**src/rtl/uart_pkg.sv**
```systemverilog
// uart_pkg: shared UART constants and receiver state encoding
package uart_pkg;
  localparam int UART_OVERSAMPLE = 16;
  localparam int UART_DATA_BITS = 8;
  typedef enum logic [1:0] {
    RX_IDLE  = 2'd0,
    RX_START = 2'd1,
    RX_DATA  = 2'd2,
    RX_STOP  = 2'd3
  } rx_state_e;
endpackage

```
**src/rtl/uart_rx_sync.sv**
```systemverilog
// uart_rx_sync: multi-flop synchronizer for an asynchronous line that idles high
module uart_rx_sync #(
  parameter int STAGES = 2
) (
  input  logic clk,
  input  logic reset,
  input  logic d,
  output logic q
);
  logic [STAGES-1:0] ff;
  // shift the raw input through the chain; resets to idle-high so no false start
  always_ff @(posedge clk or negedge reset)
    if (!reset) ff <= '1;
    else begin
      ff[0] <= d;
      for (int i = 1; i < STAGES; i++) ff[i] <= ff[i-1];
    end
  assign q = ff[STAGES-1];
endmodule

```
**src/rtl/uart_rx_oversample.sv**
```systemverilog
// uart_rx_oversample: oversampling 8N1 UART receiver with ready/clear handshake
module uart_rx_oversample
  import uart_pkg::*;
#(
  parameter int DATA_BITS = UART_DATA_BITS,
  parameter int OVERSAMPLE = UART_OVERSAMPLE,
  parameter int SYNC_STAGES = 2
) (
  input  logic                 clk,
  input  logic                 reset,
  input  logic                 rx,
  input  logic                 rx_enb,
  input  logic                 rdy_clr,
  output logic [DATA_BITS-1:0] data_out,
  output logic                 rdy,
  output logic                 busy,
  output logic                 frame_err,
  output logic                 overrun
);
  localparam int TW = $clog2(OVERSAMPLE);
  localparam int BW = $clog2(DATA_BITS + 1);
  localparam logic [TW-1:0] T_MID = TW'(OVERSAMPLE / 2 - 1);
  localparam logic [TW-1:0] T_END = TW'(OVERSAMPLE - 1);
  localparam logic [BW-1:0] B_END = BW'(DATA_BITS - 1);
  rx_state_e state, state_d;
  logic rx_s, good, bad;
  logic [TW-1:0] tick_cnt;
  logic [BW-1:0] bit_cnt;
  logic [DATA_BITS-1:0] shreg;
  uart_rx_sync #(.STAGES(SYNC_STAGES)) u_sync (
    .clk   (clk),
    .reset (reset),
    .d     (rx),
    .q     (rx_s)
  );
  // frame state register
  always_ff @(posedge clk or negedge reset)
    if (!reset) state <= RX_IDLE;
    else state <= state_d;
  // next state; good/bad mark the mid-stop-bit sample with a high or low line
  always_comb begin
    state_d = state;
    busy = state != RX_IDLE;
    good = 1'b0;
    bad = 1'b0;
    case (state)
      RX_IDLE:  state_d = rx_enb && !rx_s ? RX_START : RX_IDLE;
      RX_START: if (rx_enb && tick_cnt == T_MID) state_d = rx_s ? RX_IDLE : RX_DATA;
      RX_DATA:  if (rx_enb && tick_cnt == T_END && bit_cnt == B_END) state_d = RX_STOP;
      RX_STOP: if (rx_enb && tick_cnt == T_END) begin
        state_d = RX_IDLE;
        good = rx_s;
        bad = !rx_s;
      end
      default:  state_d = RX_IDLE;
    endcase
  end
  // tick/bit counters and LSB-first shift register, advanced only on baud ticks
  always_ff @(posedge clk or negedge reset)
    if (!reset) begin
      tick_cnt <= '0;
      bit_cnt <= '0;
      shreg <= '0;
    end else if (rx_enb) begin
      tick_cnt <= state == RX_IDLE || state_d != state || tick_cnt == T_END ? '0 : tick_cnt + 1'b1;
      bit_cnt <= state == RX_DATA ? bit_cnt + BW'(tick_cnt == T_END) : '0;
      if (state == RX_DATA && tick_cnt == T_END) shreg <= {rx_s, shreg[DATA_BITS-1:1]};
    end
  // output registers; a completing good frame wins over a coincident clear
  always_ff @(posedge clk or negedge reset)
    if (!reset) begin
      data_out <= '0;
      rdy <= 1'b0;
      frame_err <= 1'b0;
      overrun <= 1'b0;
    end else begin
      data_out <= good ? shreg : data_out;
      rdy <= good | (rdy & ~rdy_clr);
      overrun <= ~rdy_clr & (overrun | (good & rdy));
      frame_err <= bad | (frame_err & ~good);
    end
endmodule
```
**config.mk**
```make
export PLATFORM = sky130hd
export DESIGN_NAME = uart_rx_oversample
export DESIGN_NICKNAME = d
export VERILOG_FILES = /design/src/rtl/uart_pkg.sv /design/src/rtl/uart_rx_sync.sv /design/src/rtl/uart_rx_oversample.sv
export SDC_FILE = /design/constraint.sdc
export NUM_CORES = 1
export LEC_CHECK = 0
export ABC_AREA = 1
export BUFFER_PORTS_ARGS = -buffer_cell sky130_fd_sc_hd__clkbuf_2
export CAP_MARGIN = 10
export CORE_MARGIN = 8
export CORE_UTILIZATION = 35
export DETAILED_ROUTE_END_ITERATION = 10
export PLACE_DENSITY = 0.64
export SLEW_MARGIN = 10
export SYNTH_ARGS = -nofsm -noshare
export SYNTH_HDL_FRONTEND = slang
export SYNTH_SLANG_ARGS = --single-unit
export TNS_END_PERCENT = 5
```
**constraint.sdc**
```tcl
create_clock -name clk -period 1.45 [get_ports clk]
set_input_delay 0.435 -clock clk [delete_from_list [all_inputs] [get_ports clk]]
set_output_delay 0.435 -clock clk [all_outputs]
set_load 0.005 [all_outputs]
```
==> results of run 1 <==
-- cells by family after synthesis --
| group | synth area share [%] |
|---|---|
| AND/OR/NAND/NOR | 20.2 |
| AO/OA/AOI/OAI | 13.1 |
| adder cells (fa/ha/maj) | 2.73 |
| flip-flops | 56.6 |
| buffers and inverters | 6.01 |
| XOR/XNOR | 1.28 |
-- metrics by stage --
step | power [W] | hold WS [ns] | setup WS, ns
2_1_floorplan | 0.00121 | 0.139 | 0.0310
3_3_place_gp | 0.00133 | 0.345 | 0.0292
3_5_place_dp | 0.00135 | 0.347 | -0.0685
4_1_cts | 0.00234 | 0.168 | -0.0207
6_report | 0.00237 | 0.152 | -0.0404
5_1_grt | 0.00249 | 0.183 | -0.0905
-- layout make-up --
class                           instances  area, µm²  share of cell area (%)
Clock buffer                            6       82.6                    4.52
Clock inverter                          2       35.0                    1.92
Inverter                               15       56.3                    3.08
Multi-Input combinational cell         95        616                    33.7
Sequential cell                        31        778                    42.6
Tap cell                               48       60.1                    3.29
Timing Repair Buffer                   30        198                    10.8
-- cells in the final DEF (no fill, tap or decap) --
master     count
a21oi_1        6
a21oi_2        1
and3_1         1
and3_4         1
buf_12         1
buf_4         13
bufinv_16      1
clkbuf_2      16
clkbuf_8       6
clkinv_2       1
dfrtp_1       29
dfstp_2        2
ha_4           3
inv_1         12
inv_2          3
nand2_1       33
nand2_2        5
nand2_8        1
nand3_1        3
nand3_4        1
nand3b_1       1
nand4_1        1
nor2_1         6
nor2_2         2
nor2_4         2
nor3_2         2
o211ai_1       1
o21ai_0        9
o21ai_1        1
o21ai_2       10
o21bai_1       1
or2_2          1
or2_4          1
xor2_1         2
-- power by group through the flow --
stage	clock, W	sequential, W	combinational, W
after global routing	0.000936	0.00103	0.000530
after CTS	0.000897	0.00101	0.000436
after detailed placement	0	0.00103	0.000320
final	0.000872	0.00102	0.000475
after global placement	0	0.00102	0.000311
after floorplan	0	0.00102	0.000194
-- state kept, by name, summed over array words and instances (netlist names) --
| signal | cells |
|---|---|
| tick_cnt | 4 |
| rdy | 1 |
| state | 2 |
| data_out | 8 |
| bit_cnt | 4 |
| shreg | 8 |
| overrun | 1 |
| u_sync.ff | 2 |
| frame_err | 1 |
-- repair_timing --
item | 4_1_cts | 5_1_grt
setup buffers | 5 | 0
pin swaps | 1 | 1
hold buffers | 0 | 0
endpoints found under the setup margin | 14 | 25
gates resized for setup | 14 | 11
hold endpoints to repair | 0 | 0
-- routing by layer --
metal  vias to the layer above  part of all wire (%)
met2                        21                    51
met1                       517                    41
met3                         5                   5.8
li1                        531                     -
met4                         0                   2.5
met5                         -                     0
-- cells in the mapped netlist (2+ instances only) --
cell type	number	area share [%]
nand2_1	38	10
dfrtp_1	29	53
inv_1	13	3.6
o21ai_0	12	4.4
o21ai_2	8	5.1
a21oi_1	7	2.5
nor2_1	7	1.9
ha_1	3	2.7
nand3_1	3	1.1
and3_1	2	0.91
buf_6	2	1.6
dfstp_2	2	3.8
inv_2	2	0.55
nor2_2	2	0.91
nor3_1	2	0.73
or2_2	2	0.91
xor2_1	2	1.3
-- worst paths after layout --
| kind | start | cells past startpoint | to | slack, ns |
|---|---|---|---|---|
| max | tick_cnt[1] | 7 | bit_cnt[2] | -0.04 |
| min | reset | 2 | tick_cnt[3] | 0.15 |
| max reg2reg | tick_cnt[1] | 7 | bit_cnt[2] | -0.04 |
| min reg2reg | u_sync.ff[0] | 0 | u_sync.ff[1] | 0.36 |
| max in group asynchronous | reset | 2 | u_sync.ff[0] | 0.96 |
| min in group clk | rx | 1 | u_sync.ff[0] | 0.24 |
-- worst reg2reg max path, cell delays in order, from the launching register on --
cell and delay [ns]:
dfrtp_1 0.42, ha_4 0.19, nand3_4 0.10, inv_2 0.06, ha_4 0.17, ha_4 0.15
and3_4 0.14, nor3_2 0.16
==> metrics.md, run 1 <==
| Metric | Value |
|---|---|
| H-tree depth | `2` |
| P_leak | `0.857 nW` |
| Clock skew | `0.00625 ns` |
| Worst slew pin tran | `0.394 ns` |
| Port Buffers | `16` |
| IR drop worst, VDD | `0.000840 V` |
| Total track usage | `9.95%` |
| Startpoint Class | `flop` |
| Detailed Place HPWL | `1790 µm` |
| Routed vias/inst | `4.73` |
| Area delta synth->final | `32.9%` |
| CP max-delay cell | `dfrtp_1` |
| Top cell by count, worst path | `ha_4` |
| Worst EP arrival | `1.69 ns` |
| Row count | `22` |
| Crit path max-delay family | `adder cells` |
| Mapped cell area | `0.00137 mm²` |
| CTS Buf Count | `5` |
| GRT busiest layer | `met2` |
| Worst-Skew Late Latency | `0.28 ns` |
| DR iter-0 viols | `64` |
| Average size of a mapped cell | `9.54 µm²` |
| Area of the core | `0.00372 mm²` |
| CTS Sinks | `31` |
| Ports | `17` |
| RSZ-0062 raised after global routing | `true` |
| Clock power frac | `36.8%` |
| Max-cap check violation count | `0` |
| Residual DRC | `0` |
| Warning count from the yosys run | `0` |
| CP max stage delay | `0.42 ns` |
| Sw Pwr | `0.000637 W` |
| GR Layer Usage met3 | `3.42%` |
| DIE WIDTH | `78.7 µm` |
| Fraction of layout cells with a size suffix above 1 | `40.8%` |
| 1st-pass router iterations | `4` |
| CP cell instances | `ha_4 -> nand3_4 -> inv_2 -> ha_4 -> ha_4 -> and3_4 -> nor3_2` |
| Peak Freq | `0.671 GHz` |
| Relative slew slack | `73.7%` |
| Final Cell Area | `0.00183 mm²` |
| Vias post-DR | `1074` |
| Starting Density | `37.0%` |
| Met1 Resource Use GR | `10.1%` |
| First-pass GRT wire length | `4920 µm` |
| Final ANT Viol Nets | `0` |
| Unique masters post-synth | `25` |
| Final setup vio count | `4` |
| Fin Setup TNS | `-0.0893 ns` |
| Hold Fails Final Rpt | `0` |
| Routability congestion estimate | `0.734` |
| Pwr/cell area | `1300 mW/mm²` |
| Cell Area, Placed | `0.00157 mm²` |
| Crit path max fanout | `3` |
| Util after Layout | `49.1%` |
| EDFF count, synth | `0` |
| Post-Synthesis Cells | `144` |
| Vias in the first global route | `1164` |
| Fill cells | `346` |
| Buf+Inv Stages, Crit Path | `1` |
| Die height | `78.7 µm` |
| Pint | `0.00173 W` |
| Routed wire length | `2760 µm` |
| Grt met2 use | `17.1%` |
| Hold crit path type | `in2async` |
| Final period util | `103%` |
| Status | `finished with violations` |
| Die ar. | `0.00619 mm²` |
| Failing checks | `setup timing` |
| Min Tclk post-route | `1.49 ns` |
| Sw Share | `26.9%` |
| Yosys reg bits | `31` |
| Clock root buffer | `clkbuf_8` |
| Post-synth top flop | `dfrtp_1` |
| Syn nets | `152` |
| Nets | `186` |
| Gr ovfl total | `0` |
| Sequential cell area fraction in the yosys report | `56.6%` |
| Final Non-Filler Cells | `227` |
| Crit end category | `flop` |
| Flop pwr share | `43.1%` |
| Final Max Tran Viols | `0` |
| Largest net degree at the start of global routing | `32` |
| Worst EP required | `1.65 ns` |
| Clk slew on worst S/H paths | `0.07 ns` |
| ANT cells | `0` |
| Wire per inst | `12.2 µm` |
| Placed insts | `214` |
| CTS tree | `done` |
| Crit Path Category | `reg2reg` |
| Clk buf depth | `2` |
| Synth async-reset ratio | `100%` |
| Comb power frac | `20.1%` |
| Initial antenna violation count | `0` |
| Final WS setup | `-0.0404 ns` |
Power figures use the tool's default switching activity.
==> run 2: changes to the inputs <==
- RECOVER_POWER: not set -> 100
==> metrics.md, run 2 (synthesized netlist as in run 1, its figures left out) <==
| Metric | Value |
|---|---|
| Status | `finished with violations` |
| Failing checks | `setup timing` |
| Biggest regs | `data_out x8, shreg x8` |
| Vias in the first global route | `1164 (unchanged)` |
| P_leak | `0.839 nW (-2.1%)` |
| Min Tclk post-route | `1.49 ns (+0.00435 ns)` |
| Relative slew slack | `49.2% (-25 points)` |
| Die height | `78.7 µm (unchanged)` |
| Worst slew pin tran | `0.761 ns (+0.368 ns)` |
| Wire per inst | `12.3 µm (+1.1%)` |
| Comb power frac | `20.0% (about the same)` |
| DIE WIDTH | `78.7 µm (unchanged)` |
| Worst Hold End | `u_sync.ff[0]` |
| Routability congestion estimate | `0.734 (unchanged)` |
| 1st-pass router iterations | `4 (unchanged)` |
| Final period util | `103% (+0.30 points)` |
| Initial antenna violation count | `0 (unchanged)` |
| Reg2Reg Depth | `7 (unchanged)` |
| Worst-Skew Late Latency | `0.28 ns (about the same)` |
| RR Endpoint | `bit_cnt[2]` |
| Worst hold path cell count | `1` |
| Pwr/cell area | `1310 mW/mm² (+0.70%)` |
| Final ANT Viol Nets | `0 (unchanged)` |
| Worst EP arrival | `1.69 ns (about the same)` |
| Nets | `186 (unchanged)` |
| Crit path max fanout | `3 (unchanged)` |
| Area delta synth->final | `32.2%` |
| Sw Pwr | `0.000643 W (+0.96%)` |
| Fill cells | `350 (+1.2%)` |
| Fraction of layout cells with a size suffix above 1 | `38.0% (-2.8 points)` |
| Worst Min Path Start | `rx` |
| Clock power frac | `37.0% (+0.2 points)` |
| DR iter-0 viols | `62 (-3.1%)` |
| Area of the core | `0.00372 mm² (unchanged)` |
| IR drop worst, VDD | `0.000849 V (+1.0%)` |
| Residual DRC | `0 (unchanged)` |
| Final Cell Area | `0.00182 mm² (-0.48%)` |
| Pint | `0.00173 W (about the same)` |
| Peak Freq | `0.669 GHz (-0.29%)` |
| Final WS setup | `-0.0448 ns (-0.00435 ns)` |
| CTS Sinks | `31 (unchanged)` |
| Internal reg-to-reg setup slack | `-0.04 ns (about the same)` |
| Largest net degree at the start of global routing | `32 (unchanged)` |
| Vias post-DR | `1078 (+0.37%)` |
| CTS hold repair buffers | `0 (unchanged)` |
| Port Buffers | `16 (unchanged)` |
| Crit Path Category | `reg2reg` |
| CTS tree | `done` |
| Routed vias/inst | `4.75 (+0.37%)` |
| Sw Share | `27.1% (+0.20 points)` |
| Gr ovfl total | `0 (unchanged)` |
| Detailed Place HPWL | `1790 µm (unchanged)` |
| Row count | `22 (unchanged)` |
| Startpoint Class | `flop` |
| Clk slew on worst S/H paths | `0.07 ns (about the same)` |
| Routed wire length | `2790 µm (+1.1%)` |
| H-tree depth | `2 (unchanged)` |
| CTS Buf Count | `5 (unchanged)` |
| Cell Area, Placed | `0.00157 mm² (unchanged)` |
| Clock skew | `0.00859 ns (+0.00234 ns)` |
| Crit. Startpoint | `tick_cnt[1]` |
| Total power | `0.00237 W (+0.22%)` |
| Total track usage | `9.95% (unchanged)` |
| Final Max Tran Viols | `0 (unchanged)` |
| Flop pwr share | `43.0% (about the same)` |
| Starting Density | `37.0% (unchanged)` |
| ANT cells | `0 (unchanged)` |
| Hold crit path type | `in2reg` |
| Final setup vio count | `4 (unchanged)` |
| Most frequent cells in the layout | `nand2_1 (33), dfrtp_1 (29), inv_1 (12), clkbuf_2 (12), buf_4 (12)` |
| Hold Fails Final Rpt | `0 (unchanged)` |
| Clock root buffer | `clkbuf_8` |
| Die ar. | `0.00619 mm² (unchanged)` |
| Fin Setup TNS | `-0.109 ns (-0.0193 ns)` |
| Max-cap check violation count | `0 (unchanged)` |
| First-pass GRT wire length | `4920 µm (unchanged)` |
| RSZ-0062 raised after global routing | `true` |
| R2R Path Start | `tick_cnt[1]` |
| Commonest non-fill, non-tap cell in the layout | `nand2_1` |
| Crit end category | `flop` |
| Clk buf depth | `2 (unchanged)` |
| Worst EP required | `1.65 ns (about the same)` |
| Ports | `17 (unchanged)` |
[run 2: final cells by class]
| cell class | count | area (µm²) | share of cell area (%) |
|---|---|---|---|
| repair buffers | 30 | 189 | 10.4 |
| clock inverters | 2 | 35.0 | 1.93 |
| multi-input cells | 95 | 616 | 33.9 |
| flip-flops and latches | 31 | 778 | 42.8 |
| well taps | 48 | 60.1 | 3.31 |
| clock buffers | 6 | 82.6 | 4.55 |
| inverters | 15 | 56.3 | 3.10 |
[run 2: worst max-delay path, stage by stage (launching register included)]
cell and delay (ns):
dfrtp_1 0.42, ha_4 0.19, nand3_4 0.10, inv_2 0.06
ha_4 0.17, ha_4 0.15, and3_4 0.14, nor3_2 0.16
[run 2: through the flow]
stage / util (%) / std cells / worst slack [ns] / hold WS [ns]
4_1_cts: 48.1 / 227 / -0.0207 / 0.168
6_report: 48.9 / 227 / -0.0448 / 0.235
5_1_grt: 48.9 / 227 / -0.0905 / 0.214
3_5_place_dp: 42.3 / 214 / -0.0685 / 0.347
2_1_floorplan: - / 144 / 0.0310 / 0.139
3_3_place_gp: 42.3 / 214 / 0.0292 / 0.345
[run 2: worst max path at each step]
stage,endpoint,cells after the start
after CTS,busy,2
after global routing,tick_cnt[3],9
after floorplan,bit_cnt[2],7
after detailed placement,bit_cnt[2],7
final,bit_cnt[2],7
after global placement,bit_cnt[2],7
[run 2: repair_timing]
item	4_1_cts	5_1_grt
buffers inserted	5	0
resized for setup	14	11
setup endpoints to repair	14	25
endpoints found under the hold margin	0	0
pin swaps	1	1
[run 2: layer usage]
metal	wire [µm]	global-route usage [%]
met1	1140	10.1
met2	1420	17.1
met3	160	3.42
met4	70	6.48
met5	0	0
[run 2: power by group through the flow]
stage,Clock [W],Combinational [W],Sequential [W]
after floorplan,0,0.000194,0.00102
after global placement,0,0.000311,0.00102
after detailed placement,0,0.000320,0.00103
after CTS,0.000897,0.000436,0.00101
after global routing,0.000936,0.000529,0.00103
final,0.000878,0.000475,0.00102
==> run 3: changes to the inputs <==
--- a/config.mk
+++ b/config.mk
@@ -8,5 +8,5 @@
 export ABC_AREA = 1
 export BUFFER_PORTS_ARGS = -buffer_cell sky130_fd_sc_hd__clkbuf_2
-export CAP_MARGIN = 10
+export CAP_MARGIN = 0
 export CORE_MARGIN = 8
 export CORE_UTILIZATION = 35
==> constraint.sdc (replaced) <==
create_clock -name clk -period 1.45 [get_ports clk]
set_input_delay 0.0725 -clock clk [delete_from_list [all_inputs] [get_ports clk]]
set_output_delay 0.0725 -clock clk [all_outputs]
set_load 0.005 [all_outputs]
==> metrics.md, run 3 (synthesized netlist as in run 1, its figures left out) <==
| Metric | Value |
|---|---|
| Worst-Skew Late Latency | `0.28 ns (about the same)` |
| Relative slew slack | `49.4% (+0.15 points)` |
| Most frequent cells in the layout | `nand2_1 (36), dfrtp_1 (29), inv_1 (13)` |
| Starting Density | `37.0% (unchanged)` |
| Sw Pwr | `0.000587 W (-8.6%)` |
| Total track usage | `9.04% (-0.91 points)` |
| Startpoint Class | `flop` |
| CTS Sinks | `31 (unchanged)` |
| Final period util | `97.9% (-5.2 points)` |
| Post-CTS Setup Bufs | `0 (-5)` |
| Crit Path Category | `reg2reg` |
| Detailed Place HPWL | `1730 µm (-3.6%)` |
| Area of the core | `0.00372 mm² (unchanged)` |
| Die height | `78.7 µm (unchanged)` |
| Final ANT Viol Nets | `0 (unchanged)` |
| Die ar. | `0.00619 mm² (unchanged)` |
| Routability congestion estimate | `0.739 (+0.70%)` |
| CP max-delay cell | `dfrtp_1` |
| Initial antenna violation count | `0 (unchanged)` |
| RSZ-0062 raised after global routing | `true` |
| Biggest regs | `data_out x8, shreg x8` |
| Ports | `17 (unchanged)` |
| Fin Setup TNS | `0 ns (+0.109 ns)` |
| CTS Buf Count | `5 (unchanged)` |
| Clk slew on worst S/H paths | `0.07 ns (about the same)` |
| Row count | `22 (unchanged)` |
| CP cell instances | `ha_2 -> buf_6 -> nand2_4 -> nor2_4 -> nand2_2 -> nand2_1 -> a21oi_1 -> nand2_1 -> o21ai_0` |
| Crit path max fanout | `4 (+1)` |
| Port Buffers | `16 (unchanged)` |
| Clock skew | `0.00453 ns (-0.00406 ns)` |
| Crit end category | `flop` |
| Routed wire length | `2550 µm (-8.7%)` |
| DIE WIDTH | `78.7 µm (unchanged)` |
| Pwr/cell area | `1300 mW/mm² (-0.51%)` |
| Peak Freq | `0.705 GHz (+5.3%)` |
| CTS tree | `done` |
| Comb power frac | `16.3% (-3.7 points)` |
| Worst slew pin tran | `0.759 ns (-0.00222 ns)` |
| Clk buf depth | `2 (unchanged)` |
| Clock power frac | `38.8% (+1.8 points)` |
| Flop pwr share | `45.0% (+2.0 points)` |
| Worst EP arrival | `1.62 ns (-0.07 ns)` |
| Vias in the first global route | `1037 (-11%)` |
| Final setup vio count | `0 (-4)` |
| Worst EP required | `1.65 ns (about the same)` |
| P_leak | `0.797 nW (-5.1%)` |
| First-pass GRT wire length | `4490 µm (-8.8%)` |
| Area delta synth->final | `25.8%` |
| Fraction of layout cells with a size suffix above 1 | `29.5% (-8.5 points)` |
| Hold Fails Final Rpt | `0 (unchanged)` |
| Gr ovfl total | `0 (unchanged)` |
| Top cell by count, worst path | `nand2_1` |
| Placed insts | `211 (-1.4%)` |
| 1st-pass router iterations | `4 (unchanged)` |
| Clock root buffer | `clkbuf_8` |
| H-tree depth | `2 (unchanged)` |
| IR drop worst, VDD | `0.000620 V (-27%)` |
| Max-cap check violation count | `0 (unchanged)` |
| Wire per inst | `11.5 µm (-6.3%)` |
| Largest net degree at the start of global routing | `32 (unchanged)` |
| Status | `completed` |
| CP max stage delay | `0.38 ns (-0.04 ns)` |
| Nets | `180 (-3.2%)` |
| Pint | `0.00166 W (-4.2%)` |
| Residual DRC | `0 (unchanged)` |
| Vias post-DR | `1038 (-3.7%)` |
| DR iter-0 viols | `39 (-37%)` |
| Hold crit path type | `in2reg` |
| Sw Share | `26.1% (-0.93 points)` |
| Min Tclk post-route | `1.42 ns (-0.0756 ns)` |
| Commonest non-fill, non-tap cell in the layout | `nand2_1` |
| Final Max Tran Viols | `0 (unchanged)` |
| Final Non-Filler Cells | `221 (-2.6%)` |
| Routed vias/inst | `4.70 (-1.1%)` |
| Util after Layout | `46.5% (-2.4 points)` |
| Fill cells | `363 (+3.7%)` |
| ANT cells | `0 (unchanged)` |
run 3: cell types whose count changed in the layout (fill, tap and decap cells not counted), sizes merged:
| cell | change |
|---|---|
| buf | -8 |
| dlygate4sd3 | +2 |
run 3: per-stage QoR:
stage	total power (W)	setup WS, ns	hold WS [ns]	instance area [µm²]
6_report	0.00225	0.0308	0.0471	1730
3_3_place_gp	0.00133	0.0333	0.103	1540
5_1_grt	0.00238	-0.0539	0.0696	1730
2_1_floorplan	0.00121	0.0310	-0.223	1380
3_5_place_dp	0.00135	-0.0393	0.113	1540
4_1_cts	0.00224	0.00268	0.0438	1680
run 3: metal layers:
layer  routed length (µm)  part of all wire, %  vias to the layer above  track usage, %
li1                     -                    -                      518               -
met1                 1180                   46                      499            9.73
met2                 1200                   47                       17            14.7
met3                  107                  4.2                        4            2.73
met4                   58                  2.3                        0            6.67
met5                    0                    0                        -               0
run 3: cell type report:
type	count	area [µm²]	area share, %
Sequential cell	31	778	45.0
Inverter	15	56.3	3.26
Timing Repair Buffer	24	139	8.04
Tap cell	48	60.1	3.48
Clock inverter	2	35.0	2.03
Clock buffer	6	82.6	4.78
Multi-Input combinational cell	95	577	33.4
run 3: final timing paths:
kind	startpoint	to	slack, ns	cells after the start
worst max-delay path	tick_cnt[1]	tick_cnt[0]	0.03	9
worst min-delay path	rdy_clr	overrun	0.05	4
worst max register to register	tick_cnt[1]	tick_cnt[0]	0.03	9
worst min register to register	u_sync.ff[0]	u_sync.ff[1]	0.36	0
max in group asynchronous	reset	data_out[6]	0.48	3
min in group asynchronous	reset	tick_cnt[2]	0.48	3
run 3: power groups by stage:
stage	Combinational [W]	Sequential [W]	Clock, W
4_1_cts	0.000338	0.00101	0.000896
6_report	0.000366	0.00101	0.000871
5_1_grt	0.000419	0.00102	0.000938
3_3_place_gp	0.000313	0.00102	0
2_1_floorplan	0.000194	0.00102	0
3_5_place_dp	0.000325	0.00102	0
run 3: worst max-delay path: cells and delay by family, from the launching register on:
kind / cells / cell delay, ns
compound gates: 2 / 0.30
buf+inv: 1 / 0.12
simple gates: 5 / 0.34
flops: 1 / 0.38
fa+ha+maj: 1 / 0.20
run 3: what timing repair did:
| item | CTS | global route |
|---|---|---|
| hold buffers | 2 | 0 |
| pin swaps | 0 | 5 |
| gates resized for setup | 2 | 11 |
| endpoints found under the hold margin | 30 | 0 |
| setup endpoints to repair | 3 | 16 |
| cloned | 0 | 0 |
